## src/rtl/prt_dp_lb_mbox_pkg.sv

```systemverilog
// Shared constants and types for the local-bus mailbox.
// Holds the register word addresses, the CTL/STA bit positions and the CTL register struct.
package prt_dp_lb_mbox_pkg;

   // Register word addresses (only adr[1:0] is decoded)
   localparam logic [1:0] ADR_CTL   = 2'd0;
   localparam logic [1:0] ADR_STA   = 2'd1;
   localparam logic [1:0] ADR_TXDAT = 2'd2;
   localparam logic [1:0] ADR_RXDAT = 2'd3;

   // CTL bit positions
   localparam int unsigned CTL_RUN      = 0;
   localparam int unsigned CTL_TX_FLUSH = 1;
   localparam int unsigned CTL_RX_FLUSH = 2;
   localparam int unsigned CTL_IRQ_EN   = 3;

   // STA bit positions
   localparam int unsigned STA_TX_EMPTY   = 0;
   localparam int unsigned STA_TX_FULL    = 1;
   localparam int unsigned STA_RX_EMPTY   = 2;
   localparam int unsigned STA_RX_FULL    = 3;
   localparam int unsigned STA_IRQ        = 4;
   localparam int unsigned STA_TX_OVF     = 5;
   localparam int unsigned STA_TX_CNT_LSB = 8;
   localparam int unsigned STA_RX_CNT_LSB = 16;

   // CTL register; the flush fields are pulses and are never stored as 1.
   typedef struct packed {
      logic irq_en;
      logic rx_flush;
      logic tx_flush;
      logic run;
   } ctl_t;

endpackage

```

## src/rtl/prt_dp_lb_if.sv

```systemverilog
// Local bus link between the bus mux and one responder.
//   adr/din/wr/rd : request from the mux
//   dout/vld      : registered read response from the responder
interface prt_dp_lb_if;
   logic [15:0] adr;
   logic [31:0] din;
   logic [31:0] dout;
   logic        wr;
   logic        rd;
   logic        vld;

   modport lb_in  (input adr, din, wr, rd, output dout, vld);
   modport lb_out (output adr, din, wr, rd, input dout, vld);
endinterface

```

## src/rtl/prt_dp_lb_mbox_fifo.sv

```systemverilog
// Single-clock first-word-fall-through FIFO of 32-bit words.
//   clk_i, rst_i      : clock, synchronous active-high reset
//   flush_i           : clear contents; wins over a push or pop in the same cycle
//   push_i/push_dat_i : write request; accepted when not full or when a pop frees space
//   pop_i             : remove head; ignored when empty
//   head_o            : current head word (valid when !empty_o)
//   empty_o, full_o   : status
//   cnt_o             : number of stored words
module prt_dp_lb_mbox_fifo #(
   parameter int unsigned Depth = 16
) (
   input  logic                     clk_i,
   input  logic                     rst_i,
   input  logic                     flush_i,
   input  logic                     push_i,
   input  logic [31:0]              push_dat_i,
   input  logic                     pop_i,
   output logic [31:0]              head_o,
   output logic                     empty_o,
   output logic                     full_o,
   output logic [$clog2(Depth):0]   cnt_o
);

   localparam int unsigned AW = $clog2(Depth);
   localparam int unsigned DepthW = Depth;
   localparam logic [AW:0] FullCnt = DepthW[AW:0];

   logic [31:0]   mem_q [Depth];
   logic [AW-1:0] wr_ptr_q, wr_ptr_d;
   logic [AW-1:0] rd_ptr_q, rd_ptr_d;
   logic [AW:0]   cnt_q, cnt_d;
   logic          do_push, do_pop, mem_we;

   always_comb begin
      do_pop   = pop_i & (cnt_q != '0);
      // a simultaneous pop makes room, so a push at full is still taken
      do_push  = push_i & ((cnt_q != FullCnt) | do_pop);
      mem_we   = do_push & ~flush_i;
      wr_ptr_d = wr_ptr_q;
      rd_ptr_d = rd_ptr_q;
      cnt_d    = cnt_q;
      if (flush_i) begin
         wr_ptr_d = '0;
         rd_ptr_d = '0;
         cnt_d    = '0;
      end else begin
         if (do_push) wr_ptr_d = wr_ptr_q + AW'(1);
         if (do_pop)  rd_ptr_d = rd_ptr_q + AW'(1);
         if (do_push && !do_pop)      cnt_d = cnt_q + (AW+1)'(1);
         else if (!do_push && do_pop) cnt_d = cnt_q - (AW+1)'(1);
      end
   end

   always_ff @(posedge clk_i) begin
      if (rst_i) begin
         wr_ptr_q <= '0;
         rd_ptr_q <= '0;
         cnt_q    <= '0;
      end else begin
         wr_ptr_q <= wr_ptr_d;
         rd_ptr_q <= rd_ptr_d;
         cnt_q    <= cnt_d;
      end
   end

   // storage needs no reset: pointers decide what is visible
   always_ff @(posedge clk_i) begin
      if (mem_we) mem_q[wr_ptr_q] <= push_dat_i;
   end

   assign head_o  = mem_q[rd_ptr_q];
   assign empty_o = (cnt_q == '0);
   assign full_o  = (cnt_q == FullCnt);
   assign cnt_o   = cnt_q;

endmodule

```

## src/rtl/prt_dp_lb_mbox.sv

```systemverilog
// Local-bus mailbox between the CPU and a hardware stream agent.
//   CLK_IN, RST_IN        : clock, synchronous active-high reset
//   LB_IF                 : local bus responder port (registered 1-cycle read response)
//   TX_DAT/VLD_OUT, TX_RDY_IN : TX stream fed from CPU writes to TXDAT
//   RX_DAT/VLD_IN, RX_RDY_OUT : RX stream popped by CPU reads of RXDAT
//   IRQ_OUT               : registered level interrupt, IRQ_EN and RX not empty
module prt_dp_lb_mbox
   import prt_dp_lb_mbox_pkg::*;
#(
   parameter int unsigned P_FIFO_WRDS = 16,
   parameter int unsigned P_SIM       = 0
) (
   input  logic          CLK_IN,
   input  logic          RST_IN,
   prt_dp_lb_if.lb_in    LB_IF,
   output logic [31:0]   TX_DAT_OUT,
   output logic          TX_VLD_OUT,
   input  logic          TX_RDY_IN,
   input  logic [31:0]   RX_DAT_IN,
   input  logic          RX_VLD_IN,
   output logic          RX_RDY_OUT,
   output logic          IRQ_OUT
);

   localparam int unsigned CW = $clog2(P_FIFO_WRDS) + 1;

   if (P_SIM != 0) begin : g_sim
   end

   ctl_t        ctl_q, ctl_d;
   logic        tx_ovf_q, tx_ovf_d;
   logic        irq_q, irq_d;
   logic        rd_vld_q, rd_vld_d;
   logic [31:0] rd_dat_q, rd_dat_d;

   logic [1:0]    reg_adr;
   logic          rd_en;
   logic          wr_ctl, wr_sta, wr_txdat;
   logic          tx_flush, rx_flush;
   logic          tx_push, tx_pop, rx_push, rx_pop;
   logic [31:0]   tx_head, rx_head;
   logic          tx_empty, tx_full, rx_empty, rx_full;
   logic [CW-1:0] tx_cnt, rx_cnt;
   logic [31:0]   sta;
   logic          unused_adr;

   assign unused_adr = ^LB_IF.adr[15:2];
   assign reg_adr    = LB_IF.adr[1:0];

   always_comb begin
      // a write wins over a read presented in the same cycle
      rd_en    = LB_IF.rd & ~LB_IF.wr;
      wr_ctl   = LB_IF.wr & (reg_adr == ADR_CTL);
      wr_sta   = LB_IF.wr & (reg_adr == ADR_STA);
      wr_txdat = LB_IF.wr & (reg_adr == ADR_TXDAT);
      tx_flush = wr_ctl & LB_IF.din[CTL_TX_FLUSH];
      rx_flush = wr_ctl & LB_IF.din[CTL_RX_FLUSH];
      tx_push  = wr_txdat;
      tx_pop   = TX_VLD_OUT & TX_RDY_IN;
      rx_push  = RX_VLD_IN & RX_RDY_OUT;
      rx_pop   = rd_en & (reg_adr == ADR_RXDAT) & ~rx_empty;
   end

   prt_dp_lb_mbox_fifo #(
      .Depth (P_FIFO_WRDS)
   ) u_tx_fifo (
      .clk_i      (CLK_IN),
      .rst_i      (RST_IN),
      .flush_i    (tx_flush),
      .push_i     (tx_push),
      .push_dat_i (LB_IF.din),
      .pop_i      (tx_pop),
      .head_o     (tx_head),
      .empty_o    (tx_empty),
      .full_o     (tx_full),
      .cnt_o      (tx_cnt)
   );

   prt_dp_lb_mbox_fifo #(
      .Depth (P_FIFO_WRDS)
   ) u_rx_fifo (
      .clk_i      (CLK_IN),
      .rst_i      (RST_IN),
      .flush_i    (rx_flush),
      .push_i     (rx_push),
      .push_dat_i (RX_DAT_IN),
      .pop_i      (rx_pop),
      .head_o     (rx_head),
      .empty_o    (rx_empty),
      .full_o     (rx_full),
      .cnt_o      (rx_cnt)
   );

   always_comb begin
      sta                                   = '0;
      sta[STA_TX_EMPTY]                     = tx_empty;
      sta[STA_TX_FULL]                      = tx_full;
      sta[STA_RX_EMPTY]                     = rx_empty;
      sta[STA_RX_FULL]                      = rx_full;
      sta[STA_IRQ]                          = irq_q;
      sta[STA_TX_OVF]                       = tx_ovf_q;
      sta[STA_TX_CNT_LSB +: 8]              = 8'(tx_cnt);
      sta[STA_RX_CNT_LSB +: 8]              = 8'(rx_cnt);
   end

   always_comb begin
      ctl_d          = ctl_q;
      ctl_d.tx_flush = 1'b0;
      ctl_d.rx_flush = 1'b0;
      if (wr_ctl) begin
         ctl_d.run    = LB_IF.din[CTL_RUN];
         ctl_d.irq_en = LB_IF.din[CTL_IRQ_EN];
      end

      tx_ovf_d = tx_ovf_q;
      if (wr_sta && LB_IF.din[STA_TX_OVF]) tx_ovf_d = 1'b0;
      // dropped only when full and no pop frees a slot this cycle
      if (tx_push && tx_full && !tx_pop)   tx_ovf_d = 1'b1;

      irq_d = ctl_q.irq_en & ~rx_empty;

      rd_vld_d = rd_en;
      rd_dat_d = '0;
      if (rd_en) begin
         case (reg_adr)
            ADR_CTL:   rd_dat_d = 32'(ctl_q);
            ADR_STA:   rd_dat_d = sta;
            ADR_RXDAT: rd_dat_d = rx_empty ? 32'd0 : rx_head;
            default:   rd_dat_d = '0;
         endcase
      end
   end

   always_ff @(posedge CLK_IN) begin
      if (RST_IN) begin
         ctl_q    <= '0;
         tx_ovf_q <= 1'b0;
         irq_q    <= 1'b0;
         rd_vld_q <= 1'b0;
         rd_dat_q <= '0;
      end else begin
         ctl_q    <= ctl_d;
         tx_ovf_q <= tx_ovf_d;
         irq_q    <= irq_d;
         rd_vld_q <= rd_vld_d;
         rd_dat_q <= rd_dat_d;
      end
   end

   assign LB_IF.vld  = rd_vld_q;
   assign LB_IF.dout = rd_dat_q;
   assign TX_DAT_OUT = tx_head;
   assign TX_VLD_OUT = ctl_q.run & ~tx_empty;
   assign RX_RDY_OUT = ctl_q.run & ~rx_full;
   assign IRQ_OUT    = irq_q;

endmodule

```

## src/flat_wrapper.sv

```systemverilog
// flat-port wrapper written by rule: the top's interface ports become plain ports
module prt_dp_lb_mbox_flat import prt_dp_lb_mbox_pkg::*;
#(
   parameter int unsigned P_FIFO_WRDS = 16,
   parameter int unsigned P_SIM       = 0
)
  (CLK_IN, RST_IN, TX_DAT_OUT, TX_VLD_OUT, TX_RDY_IN, RX_DAT_IN, RX_VLD_IN, RX_RDY_OUT, IRQ_OUT, LB_IF_adr, LB_IF_din, LB_IF_wr, LB_IF_rd, LB_IF_dout, LB_IF_vld);
  prt_dp_lb_if LB_IF_i ();
  input  logic CLK_IN;
  input  logic RST_IN;
  output logic [31:0] TX_DAT_OUT;
  output logic TX_VLD_OUT;
  input  logic TX_RDY_IN;
  input  logic [31:0] RX_DAT_IN;
  input  logic RX_VLD_IN;
  output logic RX_RDY_OUT;
  output logic IRQ_OUT;
  input wire logic [$bits(LB_IF_i.adr)-1:0] LB_IF_adr;
  input wire logic [$bits(LB_IF_i.din)-1:0] LB_IF_din;
  input wire logic [$bits(LB_IF_i.wr)-1:0] LB_IF_wr;
  input wire logic [$bits(LB_IF_i.rd)-1:0] LB_IF_rd;
  output wire logic [$bits(LB_IF_i.dout)-1:0] LB_IF_dout;
  output wire logic [$bits(LB_IF_i.vld)-1:0] LB_IF_vld;
  assign LB_IF_i.adr = LB_IF_adr;
  assign LB_IF_i.din = LB_IF_din;
  assign LB_IF_i.wr = LB_IF_wr;
  assign LB_IF_i.rd = LB_IF_rd;
  assign LB_IF_dout = LB_IF_i.dout;
  assign LB_IF_vld = LB_IF_i.vld;
  prt_dp_lb_mbox #(.P_FIFO_WRDS(P_FIFO_WRDS), .P_SIM(P_SIM)) u_core (.CLK_IN(CLK_IN), .RST_IN(RST_IN), .LB_IF(LB_IF_i), .TX_DAT_OUT(TX_DAT_OUT), .TX_VLD_OUT(TX_VLD_OUT), .TX_RDY_IN(TX_RDY_IN), .RX_DAT_IN(RX_DAT_IN), .RX_VLD_IN(RX_VLD_IN), .RX_RDY_OUT(RX_RDY_OUT), .IRQ_OUT(IRQ_OUT));
endmodule
```

## config.mk

```make
export PLATFORM = sky130hd
export DESIGN_NAME = prt_dp_lb_mbox_flat
export DESIGN_NICKNAME = d
export VERILOG_FILES = /design/src/rtl/prt_dp_lb_mbox_pkg.sv /design/src/rtl/prt_dp_lb_if.sv /design/src/rtl/prt_dp_lb_mbox_fifo.sv /design/src/rtl/prt_dp_lb_mbox.sv /design/src/flat_wrapper.sv
export SDC_FILE = /design/constraint.sdc
export NUM_CORES = 1
export LEC_CHECK = 0
export CAP_MARGIN = 20
export CORE_MARGIN = 2
export CORE_UTILIZATION = 43
export DETAILED_ROUTE_END_ITERATION = 12
export GPL_TIMING_DRIVEN = 1
export SYNTH_ARGS = -nofsm -noshare
export SYNTH_HDL_FRONTEND = slang
export SYNTH_SLANG_ARGS = --single-unit
export TNS_END_PERCENT = 1
```

## constraint.sdc

```tcl
create_clock -name CLK_IN -period 7.4 [get_ports CLK_IN]
set_input_delay 1.48 -clock CLK_IN [delete_from_list [all_inputs] [get_ports CLK_IN]]
set_output_delay 1.48 -clock CLK_IN [all_outputs]
set_load 0.02 [all_outputs]
```

==> impl_metrics.toml <==
[timing]
finalSetupTns_ns = 0
worst_pin_slew_ns = 1.06
min_period_ns = 5.33
fmax_mhz = 188
finalCritPeriodShare_pct = 72.0
hold_viol_final = 0
relSlewSlack_pct = 29.1
rsz0062_at_grt = "false"
drv_slew = 0
finClkSkew_ns = 0.0327
setup_violations = 0
setup_ws_ns = 2.07

[synthesis]
synthSimpleGateAreaFrac_pct = 1.79
ys_ff_latch = 1095
async_reset_ff_share_pct = 0
synth_cell_types = 46
synth_warnings = 0
synth_top_cell_by_area = "edfxtp_1"
synth_top_area_share_pct = 74.4
synthTopCellsByArea = "edfxtp_1, mux4_2, dfxtp_1, mux2i_1, ha_1"
synth-main-ff-cell = "edfxtp_1"
synth_fp_nets = 1921
synth_xor_area_share_pct = 0.382
avgSynthCellArea_um2 = 22.8
ys_seq_area_share_pct = 77.9
synth_edf_count = 1024
syn_inst = 1814
synth_top_family_by_area = "multiplexers"
synth_fa_ha_area_share_pct = 0.672
yosys-mux-area-fraction_pct = 16.6
syn_area_um2 = 41300
synth_compound_area_share_pct = 1.54

[critical_path]
crit_required_ns = 5.92
critPathMaxFanout = 68
slowest_delay_ns = 1.03
cp_cell_sequence = "buf_4 -> mux4_2 -> mux4_2 -> clkdlybuf4s50_1"
path_common_cell = "mux4_2"
worst_path_max_delay_cell = "dfxtp_4"
worst-path-buf-inv = 2
worstSetupStartpointType = "register"
worstPathArrival_ns = 3.85
cp_top_family = "buffers and inverters"
path_class = "reg2out"
endpoint_kind = "primary output"

[detailed_routing]
wl_mm = 88.4
vias = 18728
drtAntennaViolNets = 0
first_pass_iters = 5
route.detailed.drc = 0
drt_iter0_drc = 1775
routed_via_density = 5.55
wl_per_cell_um = 26.2

[grt]
gr-usage-all-layers_pct = 18.1
grt_pass1_wl_mm = 129
antenna_found_initial = 6
gr-total-overflow = 0
first_global_vias = 19677
grt_max_degree = 97

[clock_tree]
clk_path_buf_depth = 3
post_cts_resized = 0
root_buffer = "clkbuf_16"
cts_sinks = 1095
cts_made_buffers = 107
clk_pin_slew_ns = 0.06
ctsHoldBuffers = 0
clkLatencyLatePin_ns = 0.69
cts_tree = "done"
htree_num_levels = 3
cts_setup_buffers = 0

[power]
power_mw = 12.3
p_per_area_nw_per_um2 = 256
leakage_nw = 14.5
peakVddDrop_mv = 0.198

[layout]
syn_to_final_growth_pct = 15.9
fin_util_pct = 50.3
nets = 2123
fin_area_um2 = 47900
layout-drive-gt1-share_pct = 24.8

[placed_design]
place_congestion = 0.735
hpwl_mm = 45.7
dpl_cell_area_um2 = 44500
port_buffers = 139
dp_slack_ns = 2.31

[floorplan]
rows = 113
coreArea_um2 = 95200
ios = 154
die_area_um2 = 98600
dieWidth_um = 314
initial_core_util_pct = 43.4
die_h_um = 314

[status]
status = "completed"

[job]
maxCapViolations = 0

[worst_hold_path]
min_path_type = "reg2reg"
per-stage QoR:
stage	hold slack [ns]	instances
after floorplan	0.427	1814
after global placement	0.455	3172
after detailed placement	0.456	3172
after CTS	0.483	3369
after global routing	0.513	3370
final	0.483	3372
final timing paths:
| check | from | to | slack, ns | depth (start not counted) |
|---|---|---|---|---|
| max | register | TX_DAT_OUT[10] | 2.07 | 4 |
| max reg2reg | u_core.u_rx_fifo.cnt_o[0] | u_core.LB_IF.dout[1] | 3.86 | 5 |
| min | u_core.IRQ_OUT | u_core.LB_IF.dout[4] | 0.48 | 1 |
| min reg2reg | u_core.IRQ_OUT | u_core.LB_IF.dout[4] | 0.48 | 1 |
synthesized netlist by cell type, drive strengths merged (2+ instances only):
cell and n:
nand3b 3, nor3b 2, nor2 63, o221ai 2, nand2b 4, mux2i 36
o21ai 7, or3 2, a21oi 14, a211o 2, nor4 2, dfxtp 71
nand2 22, ha 19, inv 15, a211oi 17, o22ai 29, fa 2
clkbuf 49, mux4 288, edfxtp 1024, nand3 5, a21o 16, nor3 20
xnor2 7, or4 2, xor2 11, nand4 4, and2 3, buf 43
nor2b 20
placed cells by master, fill, tap and decap left out, types with 4 or more instances in the layout:
cell type / instances
xnor2_1: 7
bufinv_16: 6
clkinv_8: 4
dfxtp_4: 5
a21o_1: 16
nor3_1: 16
a21oi_1: 14
ha_1: 19
nand4_1: 4
xor2_1: 11
nand2_1: 22
clkbuf_1: 44
nor3_2: 4
nor2_1: 35
buf_4: 44
mux4_2: 288
clkbuf_16: 108
nand3_1: 5
nor2_4: 28
nand2b_1: 4
nor2b_1: 20
o21ai_0: 6
dfxtp_1: 63
clkdlybuf4s50_1: 139
clkinv_1: 9
clkbuf_8: 7
a211oi_1: 17
clkinv_2: 13
edfxtp_1: 1024
o22ai_1: 29
mux2i_1: 36
inv_1: 15
routing by layer:
metal	vias to the layer above	track usage (%)	share of wire, %
met1	10068	23.4	41
met2	468	31.0	51
li1	8039	-	-
met5	-	0	0.052
met3	145	3.64	5.3
met4	8	5.17	2.6
sequential cells by signal, summed over array words and instances, names as in the netlist, 2 cells and up, named ones only:
signal and count:
u_core.u_rx_fifo.rd_ptr_q 4, u_core.u_rx_fifo.cnt_o 5, u_core.u_tx_fifo.rd_ptr_q 4, u_core.u_rx_fifo.mem_q 512, u_core.u_tx_fifo.wr_ptr_q 4, u_core.LB_IF.dout 32, u_core.ctl_q 2, u_core.u_tx_fifo.cnt_o 5
u_core.u_tx_fifo.mem_q 512, u_core.u_rx_fifo.wr_ptr_q 4
kinds of logic (layout without fill, tap and decap cells):
| family | after synthesis | in the layout |
|---|---|---|
| buffers and inverters | 107 | 397 |
| other | 0 | 3 |
| flip-flops | 1095 | 1095 |
| multiplexers | 325 | 325 |
| adder cells (fa/ha/maj) | 21 | 21 |
| AO/OA/AOI/OAI | 93 | 93 |
| AND/OR/NAND/NOR | 155 | 155 |
| XOR/XNOR | 18 | 18 |
power by group:
part	internal (mW)	total (mW)	switching, mW
clock	2.99	5.23	2.24
combinational	0.0968	0.242	0.145
sequential	6.78	6.79	0.0100
total	9.86	12.3	2.40
cell type report:
cell class                 count  area [um^2]
tap                         1265         1580
antenna                        3         7.51
clock inverter                38          418
inverter                      15         56.3
fill                        7488        47300
clock buffer                 159         2960
sequential                  1095        32200
multi-input combinational    612         8900
timing repair buffer         185         1760
Power figures use the tool's default switching activity.
